**src/rtl/alu_md_controller_pkg.sv**
```systemverilog
// rtl/alu_md_controller_pkg.sv - operation codes, ALUOp encodings and sequencer states
package alu_pkg;

    typedef enum logic [2:0] {
        ST_IDLE,
        ST_MUL,
        ST_DIV,
        ST_FIX,
        ST_DONE
    } md_state_e;

    localparam logic [1:0] ALUOP_MEM    = 2'b00;
    localparam logic [1:0] ALUOP_BRANCH = 2'b01;
    localparam logic [1:0] ALUOP_RTYPE  = 2'b10;
    localparam logic [1:0] ALUOP_JUMP   = 2'b11;

    localparam logic [6:0] FUNCT7_M   = 7'b0000001;
    localparam logic [6:0] FUNCT7_ALT = 7'b0100000;

    localparam logic [4:0] OP_AND = 5'b00000;
    localparam logic [4:0] OP_OR  = 5'b00001;
    localparam logic [4:0] OP_ADD = 5'b00010;
    localparam logic [4:0] OP_SLL = 5'b00011;
    localparam logic [4:0] OP_SRL = 5'b00100;
    localparam logic [4:0] OP_SUB = 5'b00101;
    localparam logic [4:0] OP_SRA = 5'b00110;
    localparam logic [4:0] OP_SLT = 5'b00111;
    localparam logic [4:0] OP_BEQ = 5'b01000;
    localparam logic [4:0] OP_BNE = 5'b01001;
    localparam logic [4:0] OP_BLT = 5'b01010;
    localparam logic [4:0] OP_BGE = 5'b01011;
    localparam logic [4:0] OP_XOR = 5'b01100;
    localparam logic [4:0] OP_LUI = 5'b01101;

    localparam logic [4:0] OP_MUL    = 5'b10000;
    localparam logic [4:0] OP_MULH   = 5'b10001;
    localparam logic [4:0] OP_MULHSU = 5'b10010;
    localparam logic [4:0] OP_MULHU  = 5'b10011;
    localparam logic [4:0] OP_DIV    = 5'b10100;
    localparam logic [4:0] OP_DIVU   = 5'b10101;
    localparam logic [4:0] OP_REM    = 5'b10110;
    localparam logic [4:0] OP_REMU   = 5'b10111;

endpackage

```
**src/rtl/alu_md_controller_if.sv**
```systemverilog
// rtl/alu_md_controller_if.sv - EX-stage decode and multiply/divide handshake bundle
interface alu_md_controller_if #(
    parameter int XLEN = 32,
    parameter int OP_W = 5
);
    logic [1:0]      ALUOp;
    logic [6:0]      Funct7;
    logic [2:0]      Funct3;
    logic            IsRType;
    logic            Start;
    logic            Flush;
    logic [XLEN-1:0] SrcA;
    logic [XLEN-1:0] SrcB;
    logic [OP_W-1:0] Operation;
    logic            IsMD;
    logic            Stall;
    logic [XLEN-1:0] MDResult;
    logic            MDValid;

    modport master (
        output ALUOp, Funct7, Funct3, IsRType, Start, Flush, SrcA, SrcB,
        input  Operation, IsMD, Stall, MDResult, MDValid
    );

    modport slave (
        input  ALUOp, Funct7, Funct3, IsRType, Start, Flush, SrcA, SrcB,
        output Operation, IsMD, Stall, MDResult, MDValid
    );
endinterface

```
**src/rtl/alu_md_controller_md_divider.sv**
```systemverilog
// rtl/alu_md_controller_md_divider.sv - iterative unsigned restoring divider, one quotient bit per cycle
module md_divider #(
    parameter int XLEN = 32
) (
    input  logic            clk,
    input  logic            rst_n,
    input  logic            start,
    input  logic            abort,
    input  logic [XLEN-1:0] dividend,
    input  logic [XLEN-1:0] divisor,
    output logic            done,
    output logic [XLEN-1:0] quotient,
    output logic [XLEN-1:0] remainder
);
    localparam int CW = $clog2(XLEN);

    logic            busy_q;
    logic [CW-1:0]   cnt_q;
    logic [XLEN-1:0] rem_q, quo_q, dsr_q;
    logic [XLEN-1:0] cur_rem, cur_quo, cur_dsr, nxt_rem;
    logic [XLEN:0]   trial;
    logic            fits;
    logic            step;

    // The launch edge already performs the first iteration straight from the operands,
    // so done marks the cycle of the final iteration; results hold afterwards.
    assign step = (start | busy_q) & ~abort;
    assign done = busy_q & ~abort & (cnt_q == CW'(XLEN - 1));

    always_comb begin
        cur_rem = start ? '0 : rem_q;
        cur_quo = start ? dividend : quo_q;
        cur_dsr = start ? divisor : dsr_q;
        trial   = {cur_rem, cur_quo[XLEN-1]} - {1'b0, cur_dsr};
        fits    = ~trial[XLEN];
        nxt_rem = fits ? trial[XLEN-1:0] : {cur_rem[XLEN-2:0], cur_quo[XLEN-1]};
    end

    always_ff @(posedge clk or negedge rst_n) begin
        if (!rst_n) begin
            busy_q <= 1'b0;
            cnt_q  <= '0;
            rem_q  <= '0;
            quo_q  <= '0;
            dsr_q  <= '0;
        end else begin
            if (step) begin
                rem_q <= nxt_rem;
                quo_q <= {cur_quo[XLEN-2:0], fits};
                dsr_q <= cur_dsr;
            end
            if (abort) begin
                busy_q <= 1'b0;
            end else if (start) begin
                busy_q <= 1'b1;
                cnt_q  <= CW'(1);
            end else if (busy_q) begin
                cnt_q <= cnt_q + CW'(1);
                if (cnt_q == CW'(XLEN - 1)) busy_q <= 1'b0;
            end
        end
    end

    assign quotient  = quo_q;
    assign remainder = rem_q;
endmodule

```
**src/rtl/alu_md_controller.sv**
```systemverilog
// rtl/alu_md_controller.sv - ALU operation decoder with multi-cycle RV32M multiply/divide sequencer
module alu_md_controller
    import alu_pkg::*;
#(
    parameter int XLEN    = 32,
    parameter int OP_W    = 5,
    parameter int MUL_LAT = 2
) (
    input  logic                 clk,
    input  logic                 reset,
    alu_md_controller_if.slave   bus
);
    localparam int MCW = $clog2(MUL_LAT + 1);
    localparam logic [XLEN-1:0] INT_MIN = {1'b1, {(XLEN-1){1'b0}}};

    md_state_e       state_q, state_d;
    logic [4:0]      op5;
    logic            launch, is_div, signed_div, div_zero, overflow;
    logic            div_start, div_done;
    logic [XLEN-1:0] abs_a, abs_b, div_q, div_r, fix_q, fix_r, mul_sel;
    logic [2:0]      f3_q;
    logic            neg_q_q, neg_r_q;
    logic [XLEN-1:0] res_q;
    logic [MCW-1:0]  mul_cnt_q;
    logic            a_sgn, b_sgn;
    logic [2*XLEN-1:0] a_ext, b_ext, product;
    logic [2*XLEN-1:0] mul_pipe [MUL_LAT];

    always_comb begin
        op5 = OP_ADD;
        case (bus.ALUOp)
            ALUOP_MEM:  op5 = OP_ADD;
            ALUOP_JUMP: op5 = OP_LUI;
            ALUOP_BRANCH: begin
                case (bus.Funct3)
                    3'b000:  op5 = OP_BEQ;
                    3'b001:  op5 = OP_BNE;
                    3'b100:  op5 = OP_BLT;
                    3'b101:  op5 = OP_BGE;
                    default: op5 = OP_ADD;
                endcase
            end
            ALUOP_RTYPE: begin
                if (bus.IsRType && bus.Funct7 == FUNCT7_M) begin
                    op5 = {2'b10, bus.Funct3};
                end else begin
                    case (bus.Funct3)
                        3'b000:  op5 = (bus.Funct7 == FUNCT7_ALT) ? OP_SUB : OP_ADD;
                        3'b001:  op5 = OP_SLL;
                        3'b010:  op5 = OP_SLT;
                        3'b011:  op5 = OP_SLT;
                        3'b100:  op5 = OP_XOR;
                        3'b101:  op5 = (bus.Funct7 == FUNCT7_ALT) ? OP_SRA : OP_SRL;
                        3'b110:  op5 = OP_OR;
                        default: op5 = OP_AND;
                    endcase
                end
            end
            default: op5 = OP_ADD;
        endcase
    end

    assign bus.Operation = OP_W'(op5);
    assign bus.IsMD      = op5[4];

    assign is_div     = bus.Funct3[2];
    assign signed_div = is_div & ~bus.Funct3[0];
    assign div_zero   = (bus.SrcB == '0);
    assign overflow   = signed_div & (bus.SrcA == INT_MIN) & (bus.SrcB == '1);
    assign launch     = (state_q == ST_IDLE) & bus.Start & op5[4] & ~bus.Flush;
    assign div_start  = launch & is_div & ~div_zero & ~overflow;

    always_ff @(posedge clk or negedge reset) begin
        if (!reset) state_q <= ST_IDLE;
        else        state_q <= state_d;
    end

    always_comb begin
        state_d = state_q;
        case (state_q)
            ST_IDLE: begin
                if (launch) begin
                    if (!is_div)                  state_d = (MUL_LAT == 1) ? ST_DONE : ST_MUL;
                    else if (div_zero || overflow) state_d = ST_DONE;
                    else                          state_d = ST_DIV;
                end
            end
            ST_MUL:  if (mul_cnt_q == MCW'(MUL_LAT - 1)) state_d = ST_DONE;
            ST_DIV:  if (div_done) state_d = ST_FIX;
            ST_FIX:  state_d = ST_DONE;
            ST_DONE: state_d = ST_IDLE;
            default: state_d = ST_IDLE;
        endcase
        if (bus.Flush) state_d = ST_IDLE;
    end

    assign bus.Stall = ((state_q == ST_IDLE) & bus.Start & op5[4])
                     | (state_q == ST_MUL) | (state_q == ST_DIV) | (state_q == ST_FIX);

    // Full 2*XLEN product with per-operand sign extension covers MUL/MULH/MULHSU/MULHU.
    assign a_sgn   = (bus.Funct3 == 3'b001) | (bus.Funct3 == 3'b010);
    assign b_sgn   = (bus.Funct3 == 3'b001);
    assign a_ext   = {{XLEN{a_sgn & bus.SrcA[XLEN-1]}}, bus.SrcA};
    assign b_ext   = {{XLEN{b_sgn & bus.SrcB[XLEN-1]}}, bus.SrcB};
    assign product = a_ext * b_ext;

    assign abs_a = (signed_div & bus.SrcA[XLEN-1]) ? -bus.SrcA : bus.SrcA;
    assign abs_b = (signed_div & bus.SrcB[XLEN-1]) ? -bus.SrcB : bus.SrcB;

    md_divider #(.XLEN(XLEN)) u_div (
        .clk       (clk),
        .rst_n     (reset),
        .start     (div_start),
        .abort     (bus.Flush),
        .dividend  (abs_a),
        .divisor   (abs_b),
        .done      (div_done),
        .quotient  (div_q),
        .remainder (div_r)
    );

    assign fix_q = neg_q_q ? -div_q : div_q;
    assign fix_r = neg_r_q ? -div_r : div_r;

    always_ff @(posedge clk or negedge reset) begin
        if (!reset) begin
            f3_q      <= '0;
            neg_q_q   <= 1'b0;
            neg_r_q   <= 1'b0;
            res_q     <= '0;
            mul_cnt_q <= '0;
            for (int i = 0; i < MUL_LAT; i++) mul_pipe[i] <= '0;
        end else begin
            mul_pipe[0] <= product;
            for (int i = 1; i < MUL_LAT; i++) mul_pipe[i] <= mul_pipe[i-1];
            if (launch) begin
                f3_q      <= bus.Funct3;
                neg_q_q   <= signed_div & (bus.SrcA[XLEN-1] ^ bus.SrcB[XLEN-1]);
                neg_r_q   <= signed_div & bus.SrcA[XLEN-1];
                mul_cnt_q <= MCW'(1);
                if (div_zero)      res_q <= bus.Funct3[1] ? bus.SrcA : '1;
                else if (overflow) res_q <= bus.Funct3[1] ? '0 : INT_MIN;
            end else if (state_q == ST_MUL) begin
                mul_cnt_q <= mul_cnt_q + MCW'(1);
            end
            if (state_q == ST_FIX) res_q <= f3_q[1] ? fix_r : fix_q;
        end
    end

    assign mul_sel = (f3_q == 3'b000) ? mul_pipe[MUL_LAT-1][XLEN-1:0]
                                      : mul_pipe[MUL_LAT-1][2*XLEN-1:XLEN];

    assign bus.MDValid  = (state_q == ST_DONE);
    assign bus.MDResult = (state_q == ST_DONE) ? (f3_q[2] ? res_q : mul_sel) : '0;
endmodule
```
**src/flat_wrapper.sv**
```systemverilog
// flat-port wrapper written by rule: the top's interface ports become plain ports
module alu_md_controller_flat import alu_pkg::*;
#(
    parameter int XLEN    = 32,
    parameter int OP_W    = 5,
    parameter int MUL_LAT = 2
)
  (clk, reset, bus_ALUOp, bus_Funct7, bus_Funct3, bus_IsRType, bus_Start, bus_Flush, bus_SrcA, bus_SrcB, bus_Operation, bus_IsMD, bus_Stall, bus_MDResult, bus_MDValid);
  alu_md_controller_if #(.XLEN(XLEN), .OP_W(OP_W)) bus_i ();
  input  logic clk;
  input  logic reset;
  input wire logic [$bits(bus_i.ALUOp)-1:0] bus_ALUOp;
  input wire logic [$bits(bus_i.Funct7)-1:0] bus_Funct7;
  input wire logic [$bits(bus_i.Funct3)-1:0] bus_Funct3;
  input wire logic [$bits(bus_i.IsRType)-1:0] bus_IsRType;
  input wire logic [$bits(bus_i.Start)-1:0] bus_Start;
  input wire logic [$bits(bus_i.Flush)-1:0] bus_Flush;
  input wire logic [$bits(bus_i.SrcA)-1:0] bus_SrcA;
  input wire logic [$bits(bus_i.SrcB)-1:0] bus_SrcB;
  output wire logic [$bits(bus_i.Operation)-1:0] bus_Operation;
  output wire logic [$bits(bus_i.IsMD)-1:0] bus_IsMD;
  output wire logic [$bits(bus_i.Stall)-1:0] bus_Stall;
  output wire logic [$bits(bus_i.MDResult)-1:0] bus_MDResult;
  output wire logic [$bits(bus_i.MDValid)-1:0] bus_MDValid;
  assign bus_i.ALUOp = bus_ALUOp;
  assign bus_i.Funct7 = bus_Funct7;
  assign bus_i.Funct3 = bus_Funct3;
  assign bus_i.IsRType = bus_IsRType;
  assign bus_i.Start = bus_Start;
  assign bus_i.Flush = bus_Flush;
  assign bus_i.SrcA = bus_SrcA;
  assign bus_i.SrcB = bus_SrcB;
  assign bus_Operation = bus_i.Operation;
  assign bus_IsMD = bus_i.IsMD;
  assign bus_Stall = bus_i.Stall;
  assign bus_MDResult = bus_i.MDResult;
  assign bus_MDValid = bus_i.MDValid;
  alu_md_controller #(.XLEN(XLEN), .OP_W(OP_W), .MUL_LAT(MUL_LAT)) u_core (.clk(clk), .reset(reset), .bus(bus_i));
endmodule
```
**config.mk**
```make
export PLATFORM = sky130hd
export DESIGN_NAME = alu_md_controller_flat
export DESIGN_NICKNAME = d
export VERILOG_FILES = /design/src/rtl/alu_md_controller_pkg.sv /design/src/rtl/alu_md_controller_if.sv /design/src/rtl/alu_md_controller_md_divider.sv /design/src/rtl/alu_md_controller.sv /design/src/flat_wrapper.sv
export SDC_FILE = /design/constraint.sdc
export NUM_CORES = 2
export LEC_CHECK = 0
export ABC_AREA = 1
export ABC_CLOCK_PERIOD_IN_PS = 3550
export CORE_ASPECT_RATIO = 2
export CORE_UTILIZATION = 35
export DETAILED_ROUTE_END_ITERATION = 8
export PLACE_DENSITY_LB_ADDON = 0.1
export SLEW_MARGIN = 40
export SYNTH_ARGS = -nofsm -noshare
export SYNTH_HDL_FRONTEND = slang
export SYNTH_HIERARCHICAL = 1
export SYNTH_SLANG_ARGS = --single-unit
export TNS_END_PERCENT = 50
```
**constraint.sdc**
```tcl
create_clock -name clk -period 3.55 [get_ports clk]
set_input_delay 0.71 -clock clk [delete_from_list [all_inputs] [get_ports clk]]
set_output_delay 0.71 -clock clk [all_outputs]
set_load 0.01 [all_outputs]
```
==> metrics.md <==
| Metric | Value |
|---|---|
| Dpl hpwl | `234000 um` |
| Mapped Cells | `7726` |
| Critical R2R Capture | `u_core/u_div/remainder[19]$_DFFE_PN0P_` |
| All-layer global routing usage | `33.0%` |
| Pin count of the biggest net entering global routing | `55` |
| Top_reg_cell synth | `dfrtp_1` |
| CP startpoint kind | `input port` |
| Setup TNS | `-200.24 ns` |
| Hold Crit Class | `reg -> reg` |
| RePlAce Congestion | `1.02` |
| Final Hold Fails | `0` |
| TritonCTS Buffers | `28` |
| Fin. max-slew vios | `0` |
| Fin crit share | `197%` |
| NumNets Final | `10231` |
| Wire per inst | `24.9 um` |
| Crit end category | `register` |
| TritonRoute pass-1 iters | `6` |
| #FFs+latches synth | `272` |
| Top cell type by total area after synthesis | `fa_1` |
| Post-synth EDFFs | `0` |
| IO Pins | `121` |
| Mapped Avg Cell Area | `7.51 um2` |
| Reg2Reg Setup Slack | `-0.68 ns` |
| Synth Cell Area | `0.0580 mm2` |
| GRT overflow | `0` |
| Stages on worst setup path | `32` |
| R2R cell count | `21` |
| CTS tree | `built` |
| Initial antenna violation count | `15` |
| CTS clk-pin slew, worst paths | `0.07 ns` |
| Global-route wire length before repair | `393000 um` |
| Initial Util | `35.2%` |
| Worst endpoint data arrival time | `7.53 ns` |
| Violated checks | `setup timing` |
| Area growth from synthesis to layout | `33.3%` |
| Worst Skew | `0.0289 ns` |
| Hold EP | `u_core/mul_pipe[6]$_DFF_PN0_` |
| Final setup violation count | `100` |
| Clock Root Buffer | `clkbuf_16` |
| H-tree depth | `1` |
| Longest Clk Path Bufs | `3` |
| Starting DRT DRC Count | `2952` |
| Slew @ Worst Pin | `0.902 ns` |
| CP max stage delay | `0.66 ns` |
| Remaining antenna violation count | `0` |
| Hold Path Cell Cnt | `0` |
| Fmax | `143 MHz` |
| Unrepaired setup endpoints after global routing | `yes` |
| Syn. warnings | `6` |
| Worst setup margin | `-3.44 ns` |
| Max Cap Violations | `0` |
| Max-slew headroom | `39.7%` |
| Clock Latency Late Sink | `0.67 ns` |
| Drt via density | `4.99` |
| Syn nets | `9186` |
| Synth top area cells | `fa_1 (39%), nand2_1 (14%), inv_1 (13%), dfrtp_1 (12%), ha_1 (5.5%)` |
| Row cnt | `211` |
| FFs w/ async S/R, synth | `100%` |
| Distinct cells, synth | `52` |
| Fill count | `16569` |
| Req. time, crit path | `4.09 ns` |
| Top cells by count, synth | `nand2_1 (2185), inv_1 (1952), fa_1 (1126)` |
| CP Buf/Inv Count | `12` |
| Clk sinks | `272` |
| Most frequent cell after synthesis | `nand2_1` |
| Register area | `0.00681 mm2` |
| WS Path Type | `in -> reg` |
| DR vias | `54517` |
| Vias in the first global route | `60600` |
| DRC Markers | `0` |
| Status | `finished with violations` |
| Hold Crit Start | `u_core/mul_pipe[70]$_DFF_PN0_` |
| CP delay by family, top | `adder cells` |
| Port Buffers | `120` |
| Die height | `578 um` |
| Synth top area share | `38.8%` |
| Crit-path max FO | `6` |
| Core area | `0.165 mm2` |
| Area of the multi-input gates | `0.0464 mm2` |
| Crit path time final | `6.99 ns` |
| Die Width | `290 um` |
| Reg2Reg Launch Point | `u_core/state_q[1]$_DFFE_PN0P_` |
| Sequential-to-total area share from yosys stat | `11.7%` |
| DIE AREA | `0.168 mm2` |
| Slowest-stage cell, CP | `fa_2` |
| Share of cells above drive strength 1 | `25.0%` |
| Total wire length | `272000 um` |
final cells by class:
| class | count | area share, % |
|---|---|---|
| antenna | 8 | 0.0259 |
| clock buffer | 30 | 0.928 |
| clock inverter | 19 | 0.403 |
| inverter | 1971 | 9.65 |
| multi-input combinational | 5124 | 59.9 |
| sequential | 272 | 8.80 |
| tap | 2130 | 3.45 |
| timing repair buffer | 1374 | 16.8 |
through the flow:
step	util (%)	hold slack (ns)	cell area [um2]	setup WS [ns]	cells
5_1_grt	46.9	0.354	77300	-3.68	10922
3_3_place_gp	42.8	0.331	70600	-5.01	10721
4_1_cts	46.0	0.348	75900	-3.41	10879
6_report	46.9	0.343	77400	-3.44	10928
3_5_place_dp	42.8	0.335	70600	-5.05	10721
2_1_floorplan	-	0.331	60100	-3.76	7726
routing by layer:
layer | wire length [um] | GRT usage, %
met2 | 145000 | 62.4
met3 | 10000 | 3.87
met1 | 77600 | 27.4
met5 | 35 | 0
met4 | 39900 | 38.9
what timing repair did:
| item | CTS | global route |
|---|---|---|
| endpoints found under the hold margin | 4 | 0 |
| hold buffers | 1 | 0 |
| setup endpoints to repair | 175 | 168 |
| gates resized for setup | 847 | 322 |
| pin swaps | 349 | 256 |
| gates cloned | 6 | 1 |
| setup buffers | 112 | 46 |
kinds of logic (layout without fill, tap and decap cells):
group | Yosys count | after routing | synth area share (%)
DFF | 272 | 272 | 11.7
xor gates and xnor gates | 126 | 126 | 1.90
and+or+nand+nor | 3143 | 3143 | 21.9
adders and majority gates | 1379 | 1379 | 44.3
AOI/OAI and AO/OA | 445 | 445 | 4.36
buffers and inverters | 2330 | 3394 | 15.3
other | 0 | 8 | 0
muxes | 31 | 31 | 0.535
sequential cells by signal, indices dropped and copies added, names as in the netlist:
| register | flops |
|---|---|
| u_core/f3_q | 3 |
| u_core/mul_cnt_q | 2 |
| u_core/mul_pipe | 128 |
| u_core/neg_q_q | 1 |
| u_core/neg_r_q | 1 |
| u_core/res_q | 32 |
| u_core/state_q | 3 |
| u_core/u_div/busy_q | 1 |
| u_core/u_div/cnt_q | 5 |
| u_core/u_div/dsr_q | 32 |
| u_core/u_div/quotient | 32 |
| u_core/u_div/remainder | 32 |
how the worst max path moves through the flow:
| stage | start | end | slack, ns |
|---|---|---|---|
| 6_report | bus_Funct3[1] | u_core/mul_pipe[124]$_DFF_PN0_ | -3.44 |
| 3_5_place_dp | bus_Funct3[1] | u_core/mul_pipe[121]$_DFF_PN0_ | -5.05 |
| 5_1_grt | bus_Funct3[1] | u_core/mul_pipe[118]$_DFF_PN0_ | -3.68 |
| 3_3_place_gp | bus_Funct3[0] | u_core/mul_pipe[121]$_DFF_PN0_ | -5.01 |
| 2_1_floorplan | bus_Funct3[1] | u_core/mul_pipe[120]$_DFF_PN0_ | -3.76 |
| 4_1_cts | bus_Funct3[1] | u_core/mul_pipe[123]$_DFF_PN0_ | -3.41 |
cell usage in the layout, fill, tap and decap left out, types with 20 or more instances in the layout:
cell type	n
buf_8	29
clkdlybuf4s50_1	50
nand2_4	53
ha_1	179
nand3_1	268
o21ai_1	25
fa_1	1015
nor2_4	77
dfrtp_1	272
mux2i_1	25
ha_4	72
nand2_2	96
nand2_1	2042
o211ai_1	41
a21oi_2	40
o22ai_1	32
inv_2	134
buf_4	989
nor2_2	48
inv_1	1820
buf_6	142
buf_12	135
nor2_1	348
o21ai_0	119
fa_2	111
xnor2_1	30
clkbuf_16	29
nand3_2	20
nand4_1	52
xor2_1	75
nor3_1	53
a21oi_4	28
a21oi_1	66
Power is not shown: default switching activity piles up to over one toggle a cycle in this logic, so the estimate is an artifact.
